==> src/rtl/kb_pkg.sv <==
// Shared keycode constants, FSM state type and the raw-code cleanup helper
// used by the keyboard event generator.
package kb_pkg;

  localparam logic [7:0] KC_NONE  = 8'h00;
  localparam logic [7:0] KC_A     = 8'h04;
  localparam logic [7:0] KC_Z     = 8'h1D;
  localparam logic [7:0] KC_BKSP  = 8'h2A;
  localparam logic [7:0] KC_RIGHT = 8'h4F;
  localparam logic [7:0] KC_LEFT  = 8'h50;
  localparam logic [7:0] KC_DOWN  = 8'h51;
  localparam logic [7:0] KC_UP    = 8'h52;

  typedef enum logic [1:0] {
    ST_IDLE,
    ST_DEBOUNCE,
    ST_HELD,
    ST_REPEAT
  } kb_state_t;

  // USB HID reports 0x01..0x03 for rollover/POST errors; they mean "no usable key".
  function automatic logic [7:0] sanitize_code(input logic [7:0] code);
    return ((code >= 8'h01) && (code <= 8'h03)) ? KC_NONE : code;
  endfunction

endpackage

==> src/rtl/keycode_classify.sv <==
// Combinational decode of a keycode into the categories the crossword logic
// cares about, plus whether the key auto-repeats.
module keycode_classify
  import kb_pkg::*;
(
  input  logic [7:0] code,
  output logic       is_arrow,
  output logic       is_letter,
  output logic       is_backspace,
  output logic [4:0] letter_idx,
  output logic       repeatable
);

  always_comb begin
    is_arrow     = (code == KC_RIGHT) || (code == KC_LEFT) ||
                   (code == KC_DOWN)  || (code == KC_UP);
    is_letter    = (code >= KC_A) && (code <= KC_Z);
    is_backspace = (code == KC_BKSP);
    // Letters sit below 0x20, so the low five bits carry the whole offset.
    letter_idx   = is_letter ? (code[4:0] - 5'd4) : 5'd0;
    repeatable   = is_arrow || is_backspace;
  end

endmodule

==> src/rtl/keycode_event_gen.sv <==
// Turns the level-held USB keycode into debounced single-cycle key events with
// typematic repeat for arrows and backspace.
module keycode_event_gen
  import kb_pkg::*;
#(
  parameter int STABLE_CYCLES = 4,
  parameter int REPEAT_DELAY  = 30,
  parameter int REPEAT_RATE   = 6
) (
  input  logic       Clk,
  input  logic       Reset,
  input  logic [7:0] keycode_in,
  input  logic       tick,
  output logic       key_event,
  output logic [7:0] key_code,
  output logic       is_repeat,
  output logic       is_arrow,
  output logic       is_letter,
  output logic       is_backspace,
  output logic [4:0] letter_idx
);

  localparam int CNT_W    = $clog2(STABLE_CYCLES + 1);
  localparam int TCNT_MAX = (REPEAT_DELAY > REPEAT_RATE) ? REPEAT_DELAY : REPEAT_RATE;
  localparam int TCNT_W   = $clog2(TCNT_MAX + 1);

  localparam logic [CNT_W-1:0]  CNT_DONE   = CNT_W'(STABLE_CYCLES);
  localparam logic [TCNT_W-1:0] DELAY_LAST = TCNT_W'(REPEAT_DELAY - 1);
  localparam logic [TCNT_W-1:0] DELAY_SAT  = TCNT_W'(REPEAT_DELAY);
  localparam logic [TCNT_W-1:0] RATE_LAST  = TCNT_W'(REPEAT_RATE - 1);

  logic [7:0]        sync1_q, sync1_d;
  logic [7:0]        sync2_q, sync2_d;
  kb_state_t         state_q, state_d;
  logic [7:0]        cand_q, cand_d;
  logic [CNT_W-1:0]  cnt_q, cnt_d;
  logic [TCNT_W-1:0] tcnt_q, tcnt_d;
  logic              key_event_q, key_event_d;
  logic              is_repeat_q, is_repeat_d;
  logic [7:0]        key_code_q, key_code_d;

  logic [7:0] sk;
  logic       emit_first;
  logic       emit_repeat;
  logic       cand_repeatable;

  logic       cand_arrow_unused;
  logic       cand_letter_unused;
  logic       cand_bksp_unused;
  logic [4:0] cand_idx_unused;
  logic       code_repeatable_unused;

  always_comb begin
    sync1_d = keycode_in;
    sync2_d = sync1_q;
  end

  assign sk = sanitize_code(sync2_q);

  always_ff @(posedge Clk) begin
    if (Reset) begin
      sync1_q     <= '0;
      sync2_q     <= '0;
      state_q     <= ST_IDLE;
      cand_q      <= '0;
      cnt_q       <= '0;
      tcnt_q      <= '0;
      key_event_q <= 1'b0;
      is_repeat_q <= 1'b0;
      key_code_q  <= '0;
    end else begin
      sync1_q     <= sync1_d;
      sync2_q     <= sync2_d;
      state_q     <= state_d;
      cand_q      <= cand_d;
      cnt_q       <= cnt_d;
      tcnt_q      <= tcnt_d;
      key_event_q <= key_event_d;
      is_repeat_q <= is_repeat_d;
      key_code_q  <= key_code_d;
    end
  end

  // A release or code change outranks everything, including a coincident tick.
  always_comb begin
    state_d     = state_q;
    cand_d      = cand_q;
    cnt_d       = cnt_q;
    tcnt_d      = tcnt_q;
    emit_first  = 1'b0;
    emit_repeat = 1'b0;
    if (state_q == ST_IDLE) begin
      if (sk != KC_NONE) begin
        cand_d  = sk;
        cnt_d   = CNT_W'(1);
        state_d = ST_DEBOUNCE;
      end
    end else if (sk == KC_NONE) begin
      state_d = ST_IDLE;
    end else if (sk != cand_q) begin
      cand_d  = sk;
      cnt_d   = CNT_W'(1);
      state_d = ST_DEBOUNCE;
    end else begin
      case (state_q)
        ST_DEBOUNCE: begin
          if (cnt_q == CNT_DONE) begin
            emit_first = 1'b1;
            tcnt_d     = '0;
            state_d    = ST_HELD;
          end else begin
            cnt_d = cnt_q + CNT_W'(1);
          end
        end
        ST_HELD: begin
          if (tick) begin
            if (cand_repeatable && (tcnt_q == DELAY_LAST)) begin
              emit_repeat = 1'b1;
              tcnt_d      = '0;
              state_d     = ST_REPEAT;
            end else if (tcnt_q != DELAY_SAT) begin
              tcnt_d = tcnt_q + TCNT_W'(1);
            end
          end
        end
        ST_REPEAT: begin
          if (tick) begin
            if (tcnt_q == RATE_LAST) begin
              emit_repeat = 1'b1;
              tcnt_d      = '0;
            end else begin
              tcnt_d = tcnt_q + TCNT_W'(1);
            end
          end
        end
        default: ;
      endcase
    end
  end

  always_comb begin
    key_event_d = emit_first | emit_repeat;
    is_repeat_d = emit_repeat;
    key_code_d  = (emit_first | emit_repeat) ? cand_q : key_code_q;
  end

  keycode_classify u_cls_cand (
    .code         (cand_q),
    .is_arrow     (cand_arrow_unused),
    .is_letter    (cand_letter_unused),
    .is_backspace (cand_bksp_unused),
    .letter_idx   (cand_idx_unused),
    .repeatable   (cand_repeatable)
  );

  keycode_classify u_cls_out (
    .code         (key_code_q),
    .is_arrow     (is_arrow),
    .is_letter    (is_letter),
    .is_backspace (is_backspace),
    .letter_idx   (letter_idx),
    .repeatable   (code_repeatable_unused)
  );

  assign key_event = key_event_q;
  assign key_code  = key_code_q;
  assign is_repeat = is_repeat_q;

endmodule
==> config.mk <==
export PLATFORM = sky130hd
export DESIGN_NAME = keycode_event_gen
export DESIGN_NICKNAME = d
export VERILOG_FILES = /design/src/rtl/kb_pkg.sv /design/src/rtl/keycode_classify.sv /design/src/rtl/keycode_event_gen.sv
export SDC_FILE = /design/constraint.sdc
export NUM_CORES = 1
export LEC_CHECK = 0
export ABC_AREA = 1
export CORE_MARGIN = 1.5
export CORE_UTILIZATION = 35
export DETAILED_ROUTE_END_ITERATION = 7
export PLACE_DENSITY = 0.59
export SYNTH_ARGS = -nofsm -noshare
export SYNTH_HDL_FRONTEND = slang
export SYNTH_HIERARCHICAL = 1
export SYNTH_SLANG_ARGS = --single-unit
==> constraint.sdc <==
create_clock -name Clk -period 4.1 [get_ports Clk]
set_input_delay 0.615 -clock Clk [delete_from_list [all_inputs] [get_ports Clk]]
set_output_delay 0.615 -clock Clk [all_outputs]
set_load 0.01 [all_outputs]
== Word level (Yosys, flattened, before mapping) ==
Index checks and enable logic that the tools add are counted.

* Memories: 0
* Bits in read-only memories: 0
* Bits of input ports: 11
* Latch bits: 0
* Memory bits (writable): 0
* Flip-flop bits (word level): 44

* Div/mod/pow operators: 0
* Reductions and logical operators: 21
* Add/subtract/negate cells: 3
* Bitwise gates (word level): 4
* Magnitude comparators: 4
* Multiplexer cells: 40
* Eq/ne operators: 28
* Shift-type cells: 0
* Multipliers: 0

{| class="wikitable"
|+ Operator list
! kind !! number
|-
| == test 8 x 7 -> 1 bit (second input constant) || 8
|-
| two-way mux 8 bit || 5
|-
| two-way mux 5 bit || 7
|-
| inequality test 5 bit (second input constant) || 4
|-
| two-way mux 3 bit || 6
|-
| == test 8 x 6 -> 1 bit (second input constant) || 2
|-
| one-hot mux 5 bit (3 select lines) || 1
|-
| two-way mux 2 bit || 7
|-
| two-way mux 1 bit || 12
|-
| greater-or-equal comparator 8 x 1 -> 1 bit (second input constant) || 1
|-
| greater-or-equal comparator 8 x 3 -> 1 bit (second input constant) || 1
|-
| <= comparator 8 x 2 -> 1 bit (second input constant) || 1
|-
| <= comparator 8 x 5 -> 1 bit (second input constant) || 1
|-
| logical NOT 8 bit || 1
|-
| inequality test 2 bit (second input constant) || 4
|-
| inequality test 8 bit || 1
|-
| AND reduction 8 bit || 1
|-
| nonzero test 8 bit || 1
|-
| logical OR 1 bit || 7
|-
| inequality test 3 bit (second input constant) || 2
|-
| nonzero test 3 bit || 2
|-
| adder 5 x 1 -> 5 bit (second input constant) || 1
|-
| == test 5 x 3 -> 1 bit (second input constant) || 1
|-
| == test 5 bit (second input constant) || 1
|-
| 17 further kinds || 22
|}

== Longest topological paths before layout ==
Gate-level depths: netlist (run 1).

* Word-level depth: 13
* Mapped depth: 15
* Mapped depth without buffers: 15

== Cells and area by module ==
The synthesis (run 1) kept the hierarchy.

{| class="wikitable"
|+ By module, submodules not included
! module !! cells each !! seq. area each (sq um) !! area an instance (sq um) !! times used
|-
| keycode_event_gen || 262 || 880.8 || 1976.9 || 1
|-
| keycode_classify || 49 || 0.0 || 259.0 || 2
|}

== Least setup slack after synthesis (run 1) ==
Ideal clock, no wire load.

* Path type: reg-to-reg
* From: register cand_q[2]
* To: register key_code_q[4] (netlist: key_code[4])
* Slack: 2154 ps
* Path buffers: 1
* Library setup time: 118 ps
* Arrival time: 1828 ps
* Stages on the path, launching flop included: 14
* Period minus slack after synthesis: 1946 ps
* Cells stage by stage: dfxtp_1 inv_1 ha_1 nand3_1 o21ai_0 nand3_1 nand2_1 nand3_1 a21oi_1 nor2_1 nor2_4 buf_6 o21ai_0 nor2_1

* Cells in the longest elaborated chain, start to end: 13
* Elaborated cells on any way between the ends: 21
* Those cells by class: eq/ne: 6; mux: 9; bitwise: 1; reduce/logical: 5

{| class="wikitable"
|+ Ends and longest elaborated chain
! item !! line !! text
|-
| from (decl) || keycode_event_gen.sv:35 || <nowiki>logic [7:0] cand_q, cand_d;</nowiki>
|-
| from (signal assigned) || keycode_event_gen.sv:75 || <nowiki>cand_q <= cand_d;</nowiki>
|-
| == test 8 x 7 -> 1 bit || keycode_classify.sv:15 || <nowiki>is_arrow = (code == KC_RIGHT) || (code == KC_LEFT) ||</nowiki>
|-
| logical OR 1 bit (2 in series) || keycode_classify.sv:15 ||
|-
| logical OR 1 bit || keycode_classify.sv:16 || <nowiki>(code == KC_DOWN) || (code == KC_UP);</nowiki>
|-
| logical OR 1 bit * || keycode_classify.sv:21 || <nowiki>repeatable = is_arrow || is_backspace;</nowiki>
|-
| named net cand_repeatable || keycode_event_gen.sv:45 || <nowiki>logic cand_repeatable;</nowiki>
|-
| logical AND 1 bit * || keycode_event_gen.sv:117 || <nowiki>if (cand_repeatable && (tcnt_q == DELAY_LAST)) begin</nowiki>
|-
| two-way mux 1 bit * || keycode_event_gen.sv:117 ||
|-
| two-way mux 1 bit * || keycode_event_gen.sv:116 || <nowiki>if (tick) begin</nowiki>
|-
| one-hot mux 1 bit (2 select lines) * || keycode_event_gen.sv:105 || <nowiki>case (state_q)</nowiki>
|-
| two-way mux 1 bit * || keycode_event_gen.sv:100 || <nowiki>end else if (sk != cand_q) begin</nowiki>
|-
| two-way mux 1 bit * || keycode_event_gen.sv:98 || <nowiki>end else if (sk == KC_NONE) begin</nowiki>
|-
| two-way mux 1 bit * || keycode_event_gen.sv:92 || <nowiki>if (state_q == ST_IDLE) begin</nowiki>
|-
| OR 1 bit * || keycode_event_gen.sv:144 || <nowiki>key_code_d = (emit_first | emit_repeat) ? cand_q : key_code_q;</nowiki>
|-
| to (signal assigned) || keycode_event_gen.sv:80 || <nowiki>key_code_q <= key_code_d;</nowiki>
|-
| to (decl) || keycode_event_gen.sv:40 || <nowiki>logic [7:0] key_code_q, key_code_d;</nowiki>
|}

Mark *: on every way through the listed nets, which the timed path passes. The rest lies on a longest branch.
A chain may end at the register's enable or synchronous reset.

== Final worst setup path (run 1) ==
* From: register key_code_q[2] (netlist: key_code[2])
* To: output letter_idx[0]

* Cells in the longest elaborated chain, start to end: 3
* Elaborated cells on any way between the ends: 4
* Those cells by class: order compare: 2; mux: 1; reduce/logical: 1

{| class="wikitable"
|+ Ends and longest elaborated chain
! item !! line !! text
|-
| greater-or-equal comparator 8 x 3 -> 1 bit / <= comparator 8 x 5 -> 1 bit (equally long branches) || keycode_classify.sv:17 || <nowiki>is_letter = (code >= KC_A) && (code <= KC_Z);</nowiki>
|-
| logical AND 1 bit * || keycode_classify.sv:17 ||
|-
| two-way mux 5 bit * || keycode_classify.sv:20 || <nowiki>letter_idx = is_letter ? (code[4:0] - 5'd4) : 5'd0;</nowiki>
|-
| to (decl) || keycode_event_gen.sv:20 || <nowiki>output logic [4:0] letter_idx</nowiki>
|}

Mark *: on every way between the ends. The rest lies on a longest branch, timed or not.

==> flow_summary_export.csv, run 1 <==
group,metric,value,unit
outcome,status,"finished with violations",
timing,holdWs,404,ps
min_path,hp-class,"flop to flop",
clocking,ctsResizeCount,0,
clocking,clk_pin_slew,90,ps
timing,period_needed,2570,ps
final_layout,multiInputGateArea,1180,sq um
timing,skew,5.47,ps
routing,routedWlPerCell,10.3,microns
final_layout,final_cells,437,
pwr,ir_drop,0.171,mV
clocking,cts_root_buf,"clkbuf_8",
timing,slew_viol_final,0,
floorplanning,initial_core_util,36.6,%
routing,routed_wl,4490,microns
placement,io_buffers,28,
routing,drt_iter0_markers,95,
timing,timing.final.crit_share,62.6,%
clocking,cts_tree,"done",
timing,rsz0062_at_grt,"false",
timing,max_slew.worst_pin.slew,546,ps
pwr,powerDensity,356,nW/um^2
routing,first_pass_iters,6,
timing,setup_viol,0,
floorplanning,die_area,7220,sq um
clocking,clockBufferDepth,2,
critical_path,r2r_end,"tcnt_q[1]",
pwr,power_leakage,1.22,nW
flow_run,maxCapViolCount,0,
synth,netlist_area,2350,sq um
placement,place_congestion,0.797,
placement,dpl.cell_count,429,
clocking,cts.sink_count,44,
min_path,hold_end,"sync2_q[1]",
critical_path,criticalPathCategory,"flop to primary output",
routing,vias,1988,
min_path,hold_path.startpoint,"sync1_q[1]",
final_layout,final-seq-area,881,sq um
clocking,cts_buffers,5,
timing,fin_setup_tns,0,ps
timing,finalHoldViolCount,0,
global_routing,grt_pass1_vias,1806,
timing,max_freq,390,MHz
floorplanning,dieHeight,85.0,microns
routing,postRouteAntennaNets,0,
final_layout,antenna_cells,0,
critical_path,worstPathRequired,3480,ps
synth,synth.yosys.warnings,6,
synth,syn_avg_cell_area,7.13,sq um
critical_path,critPathArrivalTime,1950,ps
floorplanning,die_width,85.0,microns
min_path,min_delay_path_depth,2,
floorplanning,rows,29,
final_layout,nets,383,
clocking,clock_latency,300,ps
critical_path,r2r_setup_slack,1940,ps
final_layout,syn2layout_area_growth,19.1,%
final_layout,fillers,659,
critical_path,end_kind,"primary output",
clocking,cts_hold_buf,0,
placement,dpl.hpwl,3310,microns
global_routing,grt_pass1_wl,7960,microns
critical_path,startpoint_type,"flop",
global_routing,track_usage,13.4,%
routing,drc,6,
global_routing,antenna_found_initial,0,
global_routing,overflow,0,
critical_path,ff2ff_path_depth,15,
clocking,postCtsSetupBuffers,0,
routing,via_per_inst,4.55,
critical_path,timing.rr.start,"cand_q[2]",
synth,synth_cells,330,
final_layout,drive_gt1_share,7.78,%
synth,syn_nets,354,
outcome,violations,"design-rule violations",
floorplanning,core_area,6420,sq um
timing,timing.slew.headroom,63.6,%
clocking,htree_levels,2,
global_routing,grt_max_degree,25,
floorplanning,io_pins,29,
critical_path,worst-path-max-fanout,6,
==> area by class of cell <==
class                           instances  area share (%)
Multi-Input combinational cell        216            42.3
Sequential cell                        44            31.4
Timing Repair Buffer                   29            10.3
Inverter                               63            8.44
Tap cell                               77            3.44
Clock buffer                            5            2.46
Clock inverter                          3            1.65
==> sequential cells by signal, indices dropped and copies added, names as in the netlist <==
| register | flops |
|---|---|
| cand_q | 8 |
| is_repeat | 1 |
| state_q | 2 |
| key_event | 1 |
| sync1_q | 8 |
| key_code | 8 |
| tcnt_q | 5 |
| cnt_q | 3 |
| sync2_q | 8 |
==> critical path: stages (launching register included) <==
cell,delay [ps]
dfxtp_1,430
ha_1,220
inv_1,50
nor2_1,90
nand2_1,50
nand2_1,70
nand2_2,80
nor2_1,100
clkdlybuf4s50_1,550
==> where the power goes <==
part | switching (mW) | total, mW | internal [mW]
logic | 0.119 | 0.182 | 0.0625
clock network | 0.156 | 0.340 | 0.184
registers | 0.0254 | 0.475 | 0.450
==> per-stage QoR <==
stage / instance area [sq um] / power (mW) / utilization (%) / setup slack (ps)
global placement: 2690 / 0.664 / 41.8 / 1910
detailed placement: 2690 / 0.667 / 41.8 / 1860
finish: 2800 / 0.996 / 43.6 / 1530
CTS: 2800 / 1.01 / 43.6 / 1500
floorplan: 2350 / 0.627 / - / 2250
global route: 2800 / 1.06 / 43.6 / 1320
==> how the worst max path moves through the flow <==
stage | startpoint | endpoint | slack [ps] | cells after the start
6_report | key_code[2] | letter_idx[0] | 1530 | 8
5_1_grt | key_code[2] | letter_idx[1] | 1320 | 8
4_1_cts | key_code[2] | letter_idx[0] | 1500 | 8
3_5_place_dp | key_code[2] | letter_idx[0] | 1860 | 8
3_3_place_gp | key_code[2] | letter_idx[2] | 1910 | 8
2_1_floorplan | cand_q[2] | key_code[4] | 2250 | 13
==> metal layers <==
layer	global-route usage (%)	routed length, microns	up-vias
met4	5.22	114	0
met2	20.5	1940	44
met1	18.1	2230	853
met3	3.40	204	10
met5	0	0	-
li1	-	-	1081
==> cell usage in the layout, fill, tap and decap left out, types with 2 or more instances in the layout <==
cell,n
a21oi_1,18
clkbuf_8,5
clkdlybuf4s50_1,28
dfxtp_1,44
ha_1,13
inv_1,60
inv_2,3
nand2_1,40
nand2_2,3
nand3_1,26
nand3_2,3
nand4_1,5
nor2_1,60
nor2_2,3
nor2_4,5
nor3_1,6
o21ai_0,14
o21ai_1,4
xnor2_1,2
xor2_1,8
(Power assumes the default switching activity.)
==> inputs of run 2 (changes only) <==
Settings changed: PLACE_DENSITY 0.59 to 0.61.
Clock period 4.1 ns to 2.29 ns, I/O delays scaled along.
==> run 2 against run 1 <==
The flow still finishes with violations (design-rule violations). Clock-buffer cell count did not move. Combinational power rose by 82%. Clock skew rose by 0.78 ps. Utilization rose by 0.60 points. Clock power rose by 80%. Global-route usage rose by 0.22 points. Sequential power rose by 79%. Routed wire length rose by 4.1%. Non-clock buffer count rose by 1. Power rose by 80%. Final area rose by 1.4%. Sequential cell count did not move. Largest cell class unchanged. Largest power group unchanged. Highest routed layer unchanged.
==> flow_summary_export.csv, run 2 (same netlist as run 1, synthesis figures left out) <==
group,metric,value,unit
outcome,status,"finished with violations",
outcome,violations,"design-rule violations",
final_layout,drive_gt1_share,9.39,%
clocking,cts_tree,"done",
global_routing,grt_max_degree,24,
floorplanning,rows,29,
routing,routedWlPerCell,10.6,microns
routing,drt_iter0_markers,88,
timing,timing.slew.headroom,60.8,%
timing,max_freq,460,MHz
final_layout,layout_commonest_cell,"inv_1",
floorplanning,die_width,85.0,microns
routing,routed_wl,4670,microns
final_layout,multiInputGateArea,1200,sq um
floorplanning,io_pins,29,
pwr,powerDensity,630,nW/um^2
routing,drc,6,
placement,dpl.hpwl,3450,microns
floorplanning,initial_core_util,36.6,%
floorplanning,core_area,6420,sq um
critical_path,criticalPathCategory,"flop to primary output",
final_layout,final-seq-area,888,sq um
final_layout,antenna_cells,0,
clocking,cts.sink_count,44,
flow_run,maxCapViolCount,0,
routing,first_pass_iters,6,
critical_path,critPathArrivalTime,1830,ps
timing,skew,6.25,ps
global_routing,overflow,0,
pwr,internal_power,1.25,mW
final_layout,nets,385,
critical_path,startpoint_type,"flop",
min_path,hp-class,"flop to flop",
global_routing,antenna_found_initial,0,
timing,slew_viol_final,0,
critical_path,worstPathRequired,1950,ps
clocking,cts_root_buf,"clkbuf_8",
clocking,clk_pin_slew,90,ps
timing,max_slew.worst_pin.slew,587,ps
pwr,ir_drop,0.335,mV
timing,period_needed,2180,ps
floorplanning,dieHeight,85.0,microns
pwr,pwr-share-seq,47.3,%
global_routing,grt_pass1_wl,8020,microns
timing,timing.final.crit_share,95.0,%
final_layout,syn2layout_area_growth,20.7,%
critical_path,end_kind,"primary output",
floorplanning,die_area,7220,sq um
pwr,pwr-share-clk,34.2,%
placement,place_congestion,0.886,
clocking,htree_levels,2,
pwr,power_leakage,1.32,nW
pwr,combPwrFrac,18.5,%
timing,holdWs,404,ps
final_layout,fillers,658,
placement,io_buffers,28,
routing,postRouteAntennaNets,0,
timing,fin_setup_tns,0,ps
global_routing,grt_pass1_vias,1840,
pwr,p_sw,544,uW
clocking,cts_buffers,5,
clocking,clockBufferDepth,2,
critical_path,worst-path-max-fanout,6,
clocking,clock_latency,300,ps
global_routing,track_usage,13.6,%
pwr,p_sw_share,30.4,%
routing,via_per_inst,4.64,
routing,vias,2035,
timing,finalHoldViolCount,0,
final_layout,final_cell_mix,"inv_1 (60), nor2_1 (59), dfxtp_1 (42)",
clocking,cts_hold_buf,0,
timing,setup_viol,0,
run 2: layout make-up:
class	instances	area share [%]
multi-input combinational	217	42.1
sequential	44	31.3
timing repair buffer	30	10.8
inverter	63	8.33
tap	77	3.39
clock buffer	5	2.42
clock inverter	3	1.63
run 2: worst max-delay path: stages, from the launching register on:
cell and delay, ps:
dfxtp_4 370, inv_1 110, ha_1 160, inv_1 50
nor3_1 160, nand4_1 110, inv_1 60, clkdlybuf4s50_1 520
run 2: path summary, 6_finish.rpt:
kind              cells past startpoint  slack [ps]         from      endpoint
setup reg to reg                     15         270    cand_q[2]     tcnt_q[1]
hold reg to reg                       2         400   sync1_q[5]    sync2_q[5]
setup / recovery                      7         110  key_code[2]  is_backspace
hold / removal                        2         400   sync1_q[5]    sync2_q[5]
run 2: stage by stage:
step / power [mW] / area (sq um) / setup WS [ps] / util [%] / instances
final: 1.79 / 2840 / 115 / 44.2 / 439
after global routing: 1.89 / 2840 / -3.67 / 44.2 / 439
after CTS: 1.81 / 2810 / 39.0 / 43.8 / 438
after detailed placement: 1.20 / 2690 / 215 / 41.9 / 430
after global placement: 1.19 / 2690 / 197 / 41.9 / 430
after floorplan: 1.12 / 2350 / 440 / - / 330
run 2: routing by layer:
metal | part of all wire (%) | track usage (%) | wire length [microns]
met4 | 1.2 | 4.92 | 57
met5 | 0 | 0 | 0
met2 | 45 | 22.9 | 2100
met3 | 5.4 | 3.21 | 251
met1 | 48 | 17.0 | 2270
run 2: power groups by stage:
stage               combinational, mW  clock (mW)  sequential (mW)
global placement                0.327           0            0.867
floorplan                       0.266           0            0.857
detailed placement              0.328           0            0.868
CTS                             0.330       0.633            0.850
global route                    0.376       0.659            0.856
finish                          0.331       0.612            0.848
run 2: repair_timing:
item                       in CTS  in global routing
setup endpoints to repair       5                 15
gates resized for setup         2                  9
cloned                          0                  1
buffers inserted                0                  0
pin swaps                       0                  1
==> edit 1: new RTL, config.mk and constraints of run 1 <==
Encoding of `kb_state_t`: now one-hot (4 bits for 4 states).
--- a/src/rtl/kb_pkg.sv
+++ b/src/rtl/kb_pkg.sv
@@ -11,11 +11,11 @@
   localparam logic [7:0] KC_DOWN  = 8'h51;
   localparam logic [7:0] KC_UP    = 8'h52;
 
-  typedef enum logic [1:0] {
-    ST_IDLE,
-    ST_DEBOUNCE,
-    ST_HELD,
-    ST_REPEAT
+  typedef enum logic [3:0] {
+    ST_IDLE     = 4'b0001,
+    ST_DEBOUNCE = 4'b0010,
+    ST_HELD     = 4'b0100,
+    ST_REPEAT   = 4'b1000
   } kb_state_t;
 
   // USB HID reports 0x01..0x03 for rollover/POST errors; they mean "no usable key".
Check against the original RTL: same outputs for any inputs over 10 cycles, from zero or initial values and one cycle with Reset high; not proved beyond that.
==> edit 1 against run 1 <==
Final area increased by 5.5%. Sequential cell count is 2 higher. Via count rose by 6.4%. Synthesized area rose by 5.4%. Total power up 9.5%. Combinational power up 54%. Routed wire length up 9.4%. Clock skew is essentially flat. Setup slack lost 70 ps. Critical path type unchanged. Critical endpoint is now letter_idx[3].
==> edit 1: results (changes against run 1) <==
{
  "status": {"value": "finished, final reports clean"},
  "detail_route.drc_violations": {"value": 0, "change": "-6"},
  "drt_iter0_markers": {"value": 77, "change": "-19%"},
  "nets": {"value": 404, "change": "+5.5%"},
  "antenna_found_initial": {"value": 0, "change": "unchanged"},
  "finalClockSkew": {"value": 5.03, "unit": "ps", "change": "-0.439 ps"},
  "post_layout_cell_count": {"value": 477, "change": "+9.2%"},
  "layout.cells.most_common": {"value": "sky130_fd_sc_hd__nor2_1"},
  "r2r_start": {"value": "cand_q[3]"},
  "via_count_of_the_first_global_routing_pass": {"value": 2083, "change": "+15%"},
  "cts-root-to-sink-buffers": {"value": 2, "change": "unchanged"},
  "postCtsResizedCells": {"value": 0, "change": "unchanged"},
  "wire_length_of_the_first_global_routing_pass": {"value": 8870, "unit": "um", "change": "+11%"},
  "place_worst_setup_slack": {"value": 1790, "unit": "ps", "change": "-66.6 ps"},
  "num-fill-cells": {"value": 744, "change": "+13%"},
  "drive_above_1_share": {"value": 9.97, "unit": "%", "change": "+2.2 points"},
  "worst_path_dominant_cell_family": {"value": "buffers and inverters"},
  "mappedNetlistNets": {"value": 373, "change": "+5.4%"},
  "via_per_inst": {"value": 4.44, "change": "-2.5%"},
  "p_switching": {"value": 0.000388, "unit": "W", "change": "+29%"},
  "reg2reg_slack": {"value": 1850, "unit": "ps", "change": "-90 ps"},
  "gp_routability_congestion": {"value": 0.840, "change": "+5.3%"},
  "worst_ep_required_time": {"value": 3480, "unit": "ps", "change": "about the same"},
  "syn_area_per_cell": {"value": 7.11, "unit": "um2", "change": "-0.31%"},
  "root_buffer": {"value": "sky130_fd_sc_hd__clkbuf_8"},
  "clk_transition_reported_paths": {"value": 90, "unit": "ps", "change": "about the same"},
  "origin_of_the_worst_min_delay_path": {"value": "sync1_q[6]"},
  "whs_endpoint": {"value": "sync2_q[6]"},
  "timing.reg2reg.worst_path_depth": {"value": 14, "change": "-1"},
  "timing.critical_path.slowest_stage_cell": {"value": "sky130_fd_sc_hd__clkdlybuf4s50_1"},
  "half_perimeter_wire_length_after_detailed_placement": {"value": 3660, "unit": "um", "change": "+11%"},
  "cts_htree_levels": {"value": 2, "change": "unchanged"},
  "dp.cells": {"value": 469, "change": "+9.3%"},
  "grt_util_all_layers": {"value": 14.3, "unit": "%", "change": "+0.92 points"},
  "worstReg2RegEnd": {"value": "key_code[0]"},
  "cts_inserted_buffers": {"value": 5, "change": "unchanged"},
  "grt_max_degree": {"value": 25, "change": "unchanged"},
  "wl": {"value": 4910, "unit": "um", "change": "+9.4%"},
  "leakage": {"value": 1.33, "unit": "nW", "change": "+8.8%"},
  "worst-path-max-fanout": {"value": 6, "change": "unchanged"},
  "post-cts-setup-buffers": {"value": 0, "change": "unchanged"},
  "dr.pass1.iters": {"value": 4, "change": "-2"},
  "max-slew-margin-rel": {"value": 53.1, "unit": "%", "change": "-10 points"},
  "diodes": {"value": 0, "change": "unchanged"},
  "worst_skew_late_latency": {"value": 300, "unit": "ps", "change": "about the same"},
  "worst_vdd_rail_ir_drop": {"value": 179, "unit": "uV", "change": "+4.8%"}
}
## edit 1: power by group through the flow
stage	Combinational [W]	Sequential, W	Clock (W)
finish	0.000280	0.000523	0.000287
global route	0.000323	0.000530	0.000318
CTS	0.000280	0.000524	0.000298
detailed placement	0.000279	0.000535	0
global placement	0.000279	0.000533	0
floorplan	0.000227	0.000524	0
## edit 1: per-layer routing
metal  global-route usage [%]  share of wire, %  up-vias
met5                        0                 0        -
met4                     3.46              0.55        0
met3                     3.32               3.7        2
met2                     25.2                47       38
met1                     17.7                49      917
li1                         -                 -     1159
## edit 1: stage by stage
step | area, um2 | hold slack [ps] | utilization, %
final | 2960 | 407 | 43.3
after global routing | 2960 | 421 | 43.3
after CTS | 2960 | 407 | 43.3
after detailed placement | 2860 | 393 | 41.9
after global placement | 2860 | 390 | 41.9
after floorplan | 2480 | 388 | -
## edit 1: area by class of cell
| type | instances | area [um2] | area share [%] |
|---|---|---|---|
| multi-input cells | 239 | 1310 | 44.4 |
| flip-flops and latches | 46 | 921 | 31.2 |
| repair buffers | 29 | 288 | 9.74 |
| inverters | 59 | 221 | 7.49 |
| well taps | 96 | 120 | 4.06 |
| clock buffers | 5 | 68.8 | 2.33 |
| clock inverters | 3 | 25.0 | 0.847 |
## edit 1: how the worst max path moves through the flow
stage / from / endpoint / slack [ps]
finish: key_code[2] / letter_idx[3] / 1460
global route: key_code[2] / letter_idx[1] / 1290
CTS: key_code[2] / letter_idx[3] / 1450
detailed placement: key_code[2] / letter_idx[3] / 1790
global placement: key_code[2] / letter_idx[3] / 1810
floorplan: cand_q[3] / key_code[4] / 2220
## edit 1: worst min-delay path, stage by stage (launching register included)
cell and delay [ps]:
sky130_fd_sc_hd__dfxtp_1 310, sky130_fd_sc_hd__inv_1 40, sky130_fd_sc_hd__nor2_1 30
==> edit 2: new RTL, settings of run 1 <==
Made on the original files. The parameter `REPEAT_DELAY` goes from 30 to 15.
--- a/src/rtl/keycode_event_gen.sv
+++ b/src/rtl/keycode_event_gen.sv
@@ -4,7 +4,7 @@
   import kb_pkg::*;
 #(
   parameter int STABLE_CYCLES = 4,
-  parameter int REPEAT_DELAY  = 30,
+  parameter int REPEAT_DELAY  = 15,
   parameter int REPEAT_RATE   = 6
 ) (
   input  logic       Clk,
Function: no difference found for any inputs over 10 cycles, from zero or initial values and one cycle with Reset high; that may be too few to reach the edited logic, so the function may still have changed.
==> edit 2 against run 1 <==
Synthesized area rose by 3.5%. Clock skew decreased by 2.9 ps. Total power down 5.7%. Critical path depth did not move. Die area up 3.4%. Core utilization decreased by 1.1 points. Final area increased by 2.5%. Setup slack got worse by 1.7 ps. Sequential cell count shrank 1. Register-to-register slack worse by 80 ps. Routed wire length about the same. Critical path type unchanged. Critical endpoint is now letter_idx[1].
==> edit 2: results (changes against run 1) <==
{
  "dr.pass1.iters": {"value": 4, "change": "-2"},
  "via_count_of_the_first_global_routing_pass": {"value": 1886, "change": "+4.4%"},
  "clk_transition_reported_paths": {"value": 80, "unit": "ps"},
  "ys_warn_count": {"value": 6, "change": "unchanged"},
  "drt_iter0_markers": {"value": 76, "change": "-20%"},
  "worst-path-max-fanout": {"value": 6, "change": "unchanged"},
  "dr_total_vias": {"value": 2129, "change": "+7.1%"},
  "grt_max_degree": {"value": 26, "change": "+4.0%"},
  "status": {"value": "finished, final reports clean"},
  "drt-wirelength-per-cell": {"value": 9.40, "unit": "um", "change": "-8.6%"},
  "num-fill-cells": {"value": 720, "change": "+9.3%"},
  "nets": {"value": 421, "change": "+9.9%"},
  "finalClockSkew": {"value": 2.58, "unit": "ps", "change": "-2.89 ps"},
  "syn_area_per_cell": {"value": 6.62, "unit": "um2", "change": "-7.2%"},
  "dp.cells": {"value": 470, "change": "+9.6%"},
  "reg2reg_slack": {"value": 1860, "unit": "ps", "change": "-80 ps"},
  "timing.critical_path.arrival": {"value": 1950, "unit": "ps", "change": "about the same"},
  "leakage": {"value": 1.39, "unit": "nW", "change": "+14%"},
  "postCtsResizedCells": {"value": 0, "change": "unchanged"},
  "mappedNetlistNets": {"value": 392, "change": "+11%"},
  "post-cts-setup-buffers": {"value": 0, "change": "unchanged"},
  "maxSlewViolCount": {"value": 0, "change": "unchanged"},
  "worst_vdd_rail_ir_drop": {"value": 183, "unit": "uV", "change": "+7.3%"},
  "cts-root-to-sink-buffers": {"value": 2, "change": "unchanged"},
  "half_perimeter_wire_length_after_detailed_placement": {"value": 3280, "unit": "um", "change": "-0.89%"},
  "cts_htree_levels": {"value": 2, "change": "unchanged"},
  "gp_routability_congestion": {"value": 0.825, "change": "+3.5%"},
  "port_buffers": {"value": 28, "change": "unchanged"},
  "antenna_found_initial": {"value": 0, "change": "unchanged"},
  "max-slew-margin-rel": {"value": 65.9, "unit": "%", "change": "+2.4 points"},
  "placed_cell_area": {"value": 0.00275, "unit": "mm2", "change": "+2.5%"},
  "diodes": {"value": 0, "change": "unchanged"},
  "cts_inserted_buffers": {"value": 5, "change": "unchanged"},
  "grt_util_all_layers": {"value": 13.2, "unit": "%", "change": "-0.18 points"},
  "root_buffer": {"value": "sky130_fd_sc_hd__clkbuf_8"},
  "worst_skew_late_latency": {"value": 290, "unit": "ps"},
  "drive_above_1_share": {"value": 6.03, "unit": "%", "change": "-1.7 points"},
  "wire_length_of_the_first_global_routing_pass": {"value": 8070, "unit": "um", "change": "+1.4%"},
  "post_layout_cell_count": {"value": 478, "change": "+9.4%"},
  "min_path_type": {"value": "reg -> reg"}
}
-- edit 2: final timing paths --
path / from / to / cells past startpoint
worst max-delay path: key_code[2] / letter_idx[1] / 8
worst min-delay path: sync1_q[3] / sync2_q[3] / 2
worst max register to register: cand_q[3] / key_code[2] / 12
worst min register to register: sync1_q[3] / sync2_q[3] / 2
-- edit 2: area by class of cell --
| cell class | instances | share of cell area, % |
|---|---|---|
| clock buffers | 6 | 2.88 |
| clock inverters | 2 | 1.22 |
| inverters | 75 | 9.80 |
| multi-input cells | 243 | 42.6 |
| flip-flops and latches | 43 | 30.0 |
| well taps | 80 | 3.49 |
| repair buffers | 29 | 10.0 |
-- edit 2: stage by stage --
| stage | hold WS [ps] | util, % | power, W | setup WS (ps) |
|---|---|---|---|---|
| after floorplan | 388 | - | 0.000584 | 2230 |
| after global placement | 390 | 40.8 | 0.000609 | 1850 |
| after detailed placement | 392 | 40.8 | 0.000612 | 1840 |
| after CTS | 403 | 42.5 | 0.000954 | 1510 |
| after global routing | 423 | 42.5 | 0.00100 | 1340 |
| final | 402 | 42.5 | 0.000940 | 1530 |
-- edit 2: worst max-delay path, stage by stage (launching register included) --
cell,delay [ps]
sky130_fd_sc_hd__dfxtp_1,430
sky130_fd_sc_hd__ha_1,230
sky130_fd_sc_hd__inv_1,50
sky130_fd_sc_hd__nor2_1,90
sky130_fd_sc_hd__nand2_1,60
sky130_fd_sc_hd__nand2_1,70
sky130_fd_sc_hd__nand2_2,80
sky130_fd_sc_hd__nor2_1,110
sky130_fd_sc_hd__clkdlybuf4s50_1,540
-- edit 2: where the power goes --
part / internal, W / total [W] / leakage (nW) / switching (W)
Combinational: 0.0000531 / 0.000138 / 0.979 / 0.0000849
Sequential: 0.000438 / 0.000464 / 0.352 / 0.0000256
Clock: 0.000197 / 0.000338 / 0.0612 / 0.000141
Total: 0.000688 / 0.000940 / 1.39 / 0.000251
-- edit 2: routing by layer --
layer  GRT usage, %  vias to the layer above  wire length, um
met4           3.08                        0               32
li1               -                     1156                -
met1           17.4                      926             2250
met5              0                        -                0
met3           3.14                        2              183
met2           21.9                       45             2020
